## config.mk

```make
export PLATFORM = sky130hd
export DESIGN_NAME = counter_timer_ctrl
export DESIGN_NICKNAME = d
export VERILOG_FILES = /design/src/rtl/counter_timer_ctrl.sv
export SDC_FILE = /design/constraint.sdc
export NUM_CORES = 1
export LEC_CHECK = 0
export CAP_MARGIN = 20
export CORE_UTILIZATION = 45
export DETAILED_ROUTE_END_ITERATION = 12
export GPL_TIMING_DRIVEN = 0
export HOLD_SLACK_MARGIN = 0.03
export MAX_ROUTING_LAYER = met4
export PLACE_DENSITY = 0.82
export SYNTH_ARGS = -nofsm -noshare
export SYNTH_HDL_FRONTEND = slang
export SYNTH_SLANG_ARGS = --single-unit
export TNS_END_PERCENT = 10
```

## constraint.sdc

```tcl
create_clock -name CLK -period 1.8 [get_ports CLK]
set_input_delay 0.36 -clock CLK [delete_from_list [all_inputs] [get_ports CLK]]
set_output_delay 0.36 -clock CLK [all_outputs]
set_load 0.05 [all_outputs]
```

## src/rtl/counter_timer_ctrl.sv

```systemverilog
// counter_timer_ctrl
// Programmable interval timer built around a WIDTH-bit up-counter.
// A prescaler divides the clock into ticks, and the counter advances once per tick.
// The timer can run one-shot or auto-reload, and can be paused and resumed.
//
// Ports
//   CLK      : system clock, all state changes on rising edge
//   Rd       : synchronous active-high reset
//   start    : start/restart; latches period, prescale and mode
//   stop     : abort to IDLE (periods is kept)
//   pause    : level, freezes the timer while high
//   mode     : 0 one-shot, 1 auto-reload
//   period   : terminal count; one period is period+1 ticks
//   prescale : one tick every prescale+1 clocks
//   Q        : current count
//   busy     : high in RUN or PAUSE
//   tc       : one-cycle terminal-count pulse
//   done     : one-shot completed, held until start/stop/Rd
//   periods  : completed periods, saturating at 255
//
// state | meaning
// IDLE  | stopped, Q=0
// RUN   | counting prescaled ticks
// PAUSE | frozen, latched values held
// DONE  | one-shot finished, Q=period held
module counter_timer_ctrl #(
  parameter int WIDTH = 8,
  parameter int PS_W  = 4
) (
  input  logic             CLK,
  input  logic             Rd,
  input  logic             start,
  input  logic             stop,
  input  logic             pause,
  input  logic             mode,
  input  logic [WIDTH-1:0] period,
  input  logic [PS_W-1:0]  prescale,
  output logic [WIDTH-1:0] Q,
  output logic             busy,
  output logic             tc,
  output logic             done,
  output logic [7:0]       periods
);

  typedef enum logic [1:0] {S_IDLE, S_RUN, S_PAUSE, S_DONE} state_t;

  state_t           state_q;
  logic [WIDTH-1:0] q_q, period_q;
  logic [PS_W-1:0]  pc_q, ps_q;
  logic             mode_q, busy_q, tc_q, done_q;
  logic [7:0]       periods_q;

  logic             tick, term;
  logic [PS_W-1:0]  pc_d;
  logic [WIDTH-1:0] q_inc_d;
  logic [7:0]       periods_d;

  always_comb begin
    tick      = (pc_q == ps_q);
    term      = tick && (q_q == period_q);
    pc_d      = tick ? '0 : pc_q + 1'b1;
    q_inc_d   = q_q + 1'b1;
    periods_d = (periods_q == 8'hFF) ? periods_q : periods_q + 8'd1;
  end

  always_ff @(posedge CLK) begin
    if (Rd) begin
      state_q   <= S_IDLE;
      q_q       <= '0;
      pc_q      <= '0;
      period_q  <= '0;
      ps_q      <= '0;
      mode_q    <= 1'b0;
      busy_q    <= 1'b0;
      tc_q      <= 1'b0;
      done_q    <= 1'b0;
      periods_q <= '0;
    end else if (stop) begin
      state_q <= S_IDLE;
      q_q     <= '0;
      pc_q    <= '0;
      busy_q  <= 1'b0;
      tc_q    <= 1'b0;
      done_q  <= 1'b0;
    end else if (start) begin
      // Restart from any state; a coinciding terminal tick is discarded.
      state_q   <= S_RUN;
      period_q  <= period;
      ps_q      <= prescale;
      mode_q    <= mode;
      q_q       <= '0;
      pc_q      <= '0;
      busy_q    <= 1'b1;
      tc_q      <= 1'b0;
      done_q    <= 1'b0;
      periods_q <= '0;
    end else begin
      tc_q <= 1'b0;
      case (state_q)
        S_RUN, S_PAUSE: begin
          if (pause) begin
            state_q <= S_PAUSE;
          end else begin
            // Counting resumes on the same edge pause is seen low, so a
            // pause of N clocks delays the timer by exactly N clocks.
            state_q <= S_RUN;
            pc_q    <= pc_d;
            if (tick) begin
              if (!term) begin
                q_q <= q_inc_d;
              end else begin
                tc_q      <= 1'b1;
                periods_q <= periods_d;
                if (mode_q) begin
                  q_q <= '0;
                end else begin
                  state_q <= S_DONE;
                  busy_q  <= 1'b0;
                  done_q  <= 1'b1;
                end
              end
            end
          end
        end
        default: ;
      endcase
    end
  end

  assign Q       = q_q;
  assign busy    = busy_q;
  assign tc      = tc_q;
  assign done    = done_q;
  assign periods = periods_q;

endmodule

```

==> results by group, run 1 <==
Setup path
  – R2R Path Start: state_q[0]
  – Timing endpoint of the critical path: periods[0]
  – R2R Path End: periods[0]
  – Data required time at the worst endpoint: between 2000 and 2500 ps
  – Category of the worst setup path capture point: register
  – Worst Setup Path Type: reg2reg
  – Number of cell instances on the worst register-to-register path: 6
  – Max FO, Critical Path: 8
  – Internal reg-to-reg setup slack: -170 ps
  – Start point of the critical path: state_q[0]
  – Critical Path Source Type: register
  – CP arrival: about 2200 ps

Synthesis
  – Largest area contributor in the netlist: dfxtp_1
  – Yosys reg bits: 38
  – Sequential fraction of the synthesis area: 39.38%
  – Number of synthesized flops with an enable pin: 0
  – Distinct cell type count after synthesis: 51
  – Primary flip-flop cell chosen by synthesis mapping: dfxtp_1
  – Biggest area contributors in the synthesized netlist: dfxtp_1 (39%), nand2_1 (7.4%), xor2_1 (5.0%)
  – Share of the synthesized area in the top cell type: 39.38%
  – Syn_nets: 251
  – Average cell area after synthesis: between 8 and 9 µm²
  – Post-synth ARST share: 0%
  – Number of warning messages in the yosys log: 0
  – Synthesized netlist cell count: 230
  – Post-synthesis instance area: roughly 1900 µm²
  – Top cell types by occurrence after synthesis: dfxtp_1 (38), nand2_1 (38), a21oi_1 (18)

Route
  – Iter 0 DRT Violations: 299
  – Router iterations before antenna repair: 5
  – Detail Route Antenna Nets: 0
  – Vias: 2035
  – Number of remaining DRC errors: 0
  – Wire length after detailed routing: 5.832 mm
  – Average wire per cell in the routed design: between 15 and 20 µm
  – Via/cell ratio: 6.093

Pwr
  – Cell area power density: slightly above 700 nW/µm²
  – Net Sw Power: between 500 and 600 µW
  – Share of total power in combinational logic: 17.6%
  – Net switching fraction of the power: 26.96%
  – Fraction of power consumed by the clock network: 39.6%
  – Power Internal: 1478 µW
  – Leakage power summed over all cells: 0.001213 µW
  – Worst VDD drop: 0.4737 mV
  – Proportion of power drawn by flip-flops and latches: 42.8%

STA
  – Worst setup slack after layout: -173.6 ps
  – Setup repair after global routing missed its margin: yes
  – Clock skew: 7.314 ps
  – Fin crit period: 1974 ps
  – Highest achievable clock rate: 0.5067 GHz
  – Pins Over Slew Limit: 0
  – Max_slew headroom: around half
  – Hold Vio Cnt, Final: 0
  – Tightest Pin Transition: 772.2 ps
  – Final critical-path share of the clock period: 109.6%
  – Count of final setup violators: 14
  – Setup TNS Final: -1362 ps

Die
  – Effective utilization at floorplan: 47.61%
  – Core box area: ~4100 µm²
  – Die Footprint: about 4600 µm²
  – I/O pins: 37
  – Die Height: 67.52 µm
  – Std-Cell Rows: 23
  – Width of the die: 67.52 µm

Clocking
  – Clock latency on the worst-skew pair: about 300 ps
  – Hold buffer count at cts: 0
  – Cell chosen for the clock root: clkbuf_8
  – Number of buffers created by CTS: 5
  – H-tree levels: 2
  – Clk slew on worst S/H paths: 80 ps
  – Deepest clock path buffer count: 2
  – Number of sinks on the clock net: 38
  – Clock tree from TritonCTS: built

Global routing
  – Routing usage on met1: 32.65%
  – Pin count of the biggest net entering global routing: 13
  – Number of global-route vias before repair: ~1700
  – Number of antenna violations at the first check in global routing: 0
  – Met2 Resource Use GR: approximately two fifths
  – Total GRT Usage: 25.81%
  – Met3 GRT Util: under 10%
  – First-pass GRT wire length: 8.383 mm
  – GRT Residual Overflow: 0
  – Busiest metal layer after global routing: met2

Placement
  – Routability cong.: 0.9224
  – Final HPWL from detailed placement: 3.233 mm
  – Count of input and output buffers: 36
  – Placed Instance Area: 2412 µm²

Hold path
  – Min-delay worst type: reg2reg

Cells and area
  – Count of filler cells inserted in the layout: between 200 and 300
  – Total Nets Final: 304
  – Synth-to-layout area growth: 48.12%
  – Antenna diode count: 0
  – Fraction of final layout cells sized beyond drive strength 1: 26.41%
  – Post-route standard cell area excluding fillers: 2861 µm²

Flow run
  – Max Cap Violations: 0

Status
  – Run status: finished, violations left
  – Violated checks: negative setup slack
-- state kept, by name, summed over array words and instances (netlist names) --
signal,count
ps_q,4
periods,8
pc_q,4
done,1
Q,8
tc,1
mode_q,1
state_q,2
busy,1
period_q,8
-- cell type report --
| cell class | instances | area [µm²] | area share [%] |
|---|---|---|---|
| plain buffers | 10 | 57.56 | 2.011 |
| well taps | 50 | 62.56 | 2.186 |
| inverters | 4 | 15.01 | 0.5247 |
| repair buffers | 46 | 442.9 | 15.48 |
| multi-input cells | 178 | 1339 | 46.79 |
| flip-flops and latches | 38 | 812.0 | 28.38 |
| clock buffers | 8 | 132.6 | 4.635 |
-- through the flow --
step	util, %	power [µW]	instances	hold WS, ps	worst slack (ps)
6_report	70.52	2023	334	458.8	-173.6
5_1_grt	70.52	2088	334	489.5	-258.5
4_1_cts	65.74	1956	328	470.7	-84.75
3_5_place_dp	59.45	1129	316	458.8	-1107
3_3_place_gp	59.45	1126	316	452.3	-1094
2_1_floorplan	-	1040	230	447.8	-18.37
-- worst max-delay path, cell delays in order, from the launching register on --
cell     delay [ps]
dfxtp_4         390
xor2_4          190
nand2_4         140
or3_1           380
buf_2           190
or4_1           480
a21oi_1         140
-- cell usage in the layout, fill, tap and decap left out, types with 3 or more instances in the layout --
cell | synthesis | layout
nand2_1 | 38 | 38
dfxtp_1 | 38 | 19
dlygate4sd2_1 | 0 | 19
a21oi_1 | 18 | 18
nor2_1 | 14 | 14
clkdlybuf4s50_1 | 0 | 14
dfxtp_4 | 0 | 11
nand3_1 | 10 | 10
dfxtp_2 | 0 | 8
xor2_1 | 11 | 8
buf_4 | 0 | 8
nand4_1 | 6 | 6
clkbuf_8 | 0 | 6
nor3_1 | 8 | 5
clkbuf_1 | 8 | 4
a31o_2 | 4 | 4
clkbuf_2 | 0 | 3
xnor2_2 | 0 | 3
nor4_4 | 0 | 3
a211o_1 | 3 | 3
inv_1 | 4 | 3
o21a_1 | 3 | 3
a31oi_1 | 3 | 3
and3_1 | 3 | 3
o21ai_0 | 4 | 3
clkbuf_16 | 0 | 3
-- layer usage --
metal  wire [µm]  vias up  part of all wire, %
met1        2380      960                   41
met4         249        0                  4.3
li1            -      944                    -
met2        2852      103                   49
met3         349       28                  6.0
met5           0        -                    0
-- repair_timing --
action	CTS	global route
pin swaps	7	16
gates resized for setup	47	26
cloned	0	1
setup buffers	4	5
endpoints found under the setup margin	50	21
-- cells by family after synthesis --
| group | Yosys count | synth area share [%] |
|---|---|---|
| AOI/OAI and AO/OA | 52 | 18.78 |
| xor gates and xnor gates | 16 | 7.254 |
| adders and majority gates | 4 | 2.461 |
| buffers and inverters | 14 | 2.850 |
| DFF | 38 | 39.38 |
| muxes | 3 | 1.619 |
| and+or+nand+nor | 103 | 27.66 |
-- how the worst min path moves through the flow --
stage / cells after the start / end / slack [ps] / start
detailed placement: 2 / period_q[3] / 460 / period_q[3]
global route: 2 / period_q[7] / 490 / period_q[7]
floorplan: 2 / period_q[2] / 450 / period_q[2]
CTS: 2 / period_q[2] / 470 / period_q[2]
finish: 2 / busy / 460 / busy
global placement: 2 / busy / 450 / busy
-- power by group through the flow --
| stage | clock, µW | sequential [µW] | combinational (µW) |
|---|---|---|---|
| 2_1_floorplan | 0 | 895 | 145 |
| 3_3_place_gp | 0 | 884 | 242 |
| 3_5_place_dp | 0 | 884 | 245 |
| 4_1_cts | 808 | 866 | 282 |
| 5_1_grt | 844 | 869 | 376 |
| 6_report | 800 | 867 | 356 |
No activity file was read; power rests on OpenSTA's default activity.
==> inputs of run 2 (changes only) <==
--- a/config.mk
+++ b/config.mk
@@ -8,10 +8,11 @@
 export CAP_MARGIN = 20
 export CORE_UTILIZATION = 45
 export DETAILED_ROUTE_END_ITERATION = 12
+export DONT_BUFFER_PORTS = 1
 export GPL_TIMING_DRIVEN = 0
 export HOLD_SLACK_MARGIN = 0.03
 export MAX_ROUTING_LAYER = met4
-export PLACE_DENSITY = 0.82
+export PLACE_DENSITY = 0.71
 export SYNTH_ARGS = -nofsm -noshare
 export SYNTH_HDL_FRONTEND = slang
 export SYNTH_SLANG_ARGS = --single-unit
==> run 2 against run 1 <==
The run still ends with negative setup slack left. Power is 15% lower. First-iteration DRC count is 59% lower. Routed wire length is 18% lower. Via count is 14% lower. Hold slack worse by 250 ps. Critical path depth stayed put. Worst setup slack better by 30 ps. Maximum frequency is 1.5% higher. Clock power is 25% lower. Clock skew is 1.1 ps lower. Cell count is 12% lower. Largest cell class unchanged. Largest power group unchanged.
==> results by group, run 2 (synthesized netlist as in run 1, its figures left out) <==
Status
  – Run status: finished, violations left
  – Violated checks: negative setup slack

Pwr
  – Worst VDD drop: 0.5118 mV
  – Leakage power summed over all cells: 0.0008905 µW
  – Cell area power density: 739.8 nW/µm²

Global routing
  – Total GRT Usage: 23.32%
  – GRT Residual Overflow: 0
  – First-pass GRT wire length: roughly 7.6 mm
  – Pin count of the biggest net entering global routing: 12
  – Number of global-route vias before repair: 1676
  – Number of antenna violations at the first check in global routing: 0

Placement
  – Final HPWL from detailed placement: 3.207 mm
  – Placed Instance Area: 2052 µm²
  – Worst setup timing slack at the placement stage: -709.7 ps
  – Routability cong.: 0.8055
  – Count of input and output buffers: 0
  – Number of placed instances, taps included: 280

Cells and area
  – Highest-count cells in the layout ignoring fill and taps: nand2_1 (38), dfxtp_1 (22), a21oi_1 (18), nor2_1 (13)
  – Layout Utilization: a little under three fifths
  – Commonest non-fill, non-tap cell in the layout: nand2_1
  – Antenna diode count: 0
  – Post-route standard cell area excluding fillers: 2333 µm²
  – Non-filler instance count after layout: 295
  – Synth-to-layout area growth: 20.79%
  – Count of filler cells inserted in the layout: 367
  – Total Nets Final: approximately 270
  – Fraction of final layout cells sized beyond drive strength 1: 22.04%

STA
  – Highest achievable clock rate: 0.5144 GHz
  – Pins Over Slew Limit: 0
  – Hold Vio Cnt, Final: 0
  – Max_slew headroom: roughly half
  – Setup repair after global routing missed its margin: yes
  – Fin crit period: 1944 ps
  – Tightest Pin Transition: 775.8 ps
  – Final critical-path share of the clock period: 108.0%
  – Count of final setup violators: 19
  – Worst setup slack after layout: -143.8 ps
  – Worst hold slack: 203.8 ps
  – Clock skew: 6.183 ps

Setup path
  – Max FO, Critical Path: 8
  – Data required time at the worst endpoint: 1970 ps
  – Internal reg-to-reg setup slack: -140 ps
  – Category of the worst setup path capture point: register
  – R2R Path Start: Q[2]
  – Number of cell instances on the worst register-to-register path: 6
  – Worst Setup Path Type: reg2reg
  – Start point of the critical path: Q[2]
  – Critical Path Source Type: register
  – R2R Path End: periods[3]
  – Timing endpoint of the critical path: periods[3]
  – CP arrival: around 2100 ps

Die
  – I/O pins: 37
  – Effective utilization at floorplan: 47.61%
  – Core box area: 4058 µm²
  – Std-Cell Rows: 23
  – Die Footprint: between 4000 and 5000 µm²
  – Width of the die: 67.52 µm
  – Die Height: 67.52 µm

Flow run
  – Max Cap Violations: 0

Route
  – Average wire per cell in the routed design: between 15 and 20 µm
  – Wire length after detailed routing: about 4.8 mm
  – Number of remaining DRC errors: 0
  – Via/cell ratio: 5.963
  – Router iterations before antenna repair: 4
  – Iter 0 DRT Violations: ~120
  – Detail Route Antenna Nets: 0
  – Vias: 1759

Clocking
  – Clock tree from TritonCTS: built
  – Number of sinks on the clock net: 38
  – Clock latency on the worst-skew pair: 280 ps
  – Number of buffers created by CTS: 5
  – Deepest clock path buffer count: 2
  – Cell chosen for the clock root: clkbuf_8
  – Hold buffer count at cts: 0
  – H-tree levels: 2
  – Clk slew on worst S/H paths: 70 ps

Hold path
  – Min-delay worst type: in2reg
-- run 2: cell count changes in the layout (fill, tap and decap cells not counted), moves of 3 or more --
cell	change
clkdlybuf4s50_1	-14
xnor2_2	-3
dlygate4sd2_1	-19
clkbuf_16	-3
clkbuf_2	-3
clkbuf_1	+4
xnor2_1	+3
dfxtp_1	+3
-- run 2: power breakdown --
| part | switching, µW | internal (µW) | leakage [µW] |
|---|---|---|---|
| Clock | 291 | 309 | 0.0000482 |
| Combinational | 152 | 95.2 | 0.000523 |
| Sequential | 33.4 | 846 | 0.000319 |
-- run 2: final cells by class --
cell class	instances	area [µm²]	area share, %
buffer	10	62.56	2.681
clock buffer	7	86.33	3.700
clock inverter	1	5.005	0.2145
inverter	4	15.01	0.6434
multi-input combinational	178	1244	53.30
sequential	38	805.8	34.53
tap	50	62.56	2.681
timing repair buffer	7	52.55	2.252
-- run 2: critical path, cell delays in order (launching register included) --
cell and delay [ps]:
dfxtp_4 430, xor2_4 180, nor4_4 480, nand3_4 190, buf_4 220, o311ai_1 220, nand3_1 90
-- run 2: worst min path at each step --
stage / start / endpoint / cells after the start
finish: period[4] / period_q[4] / 2
global route: period[0] / period_q[0] / 2
CTS: period[4] / period_q[4] / 2
detailed placement: period_q[6] / period_q[6] / 2
global placement: period_q[6] / period_q[6] / 2
floorplan: period_q[2] / period_q[2] / 2
-- run 2: stage by stage --
| stage | setup TNS, ps | power [µW] |
|---|---|---|
| 4_1_cts | -645.4 | 1732 |
| 5_1_grt | -4292 | 1804 |
| 3_3_place_gp | -7922 | 1081 |
| 2_1_floorplan | -46.80 | 1040 |
| 3_5_place_dp | -9262 | 1084 |
| 6_report | -1610 | 1726 |
-- run 2: routing by layer --
| layer | wire length [µm] | part of all wire, % | GRT usage, % |
|---|---|---|---|
| met2 | 2419 | 51 | 37.75 |
| met3 | 246 | 5.2 | 5.743 |
| met4 | 90 | 1.9 | 10.90 |
| met5 | 0 | 0 | - |
| met1 | 2010 | 42 | 26.83 |
-- run 2: timing repair --
item / 4_1_cts / 5_1_grt
pin swaps: 14 / 3
endpoints found under the setup margin: 23 / 19
gates resized for setup: 25 / 4
setup buffers: 6 / 0
cloned: 1 / 0
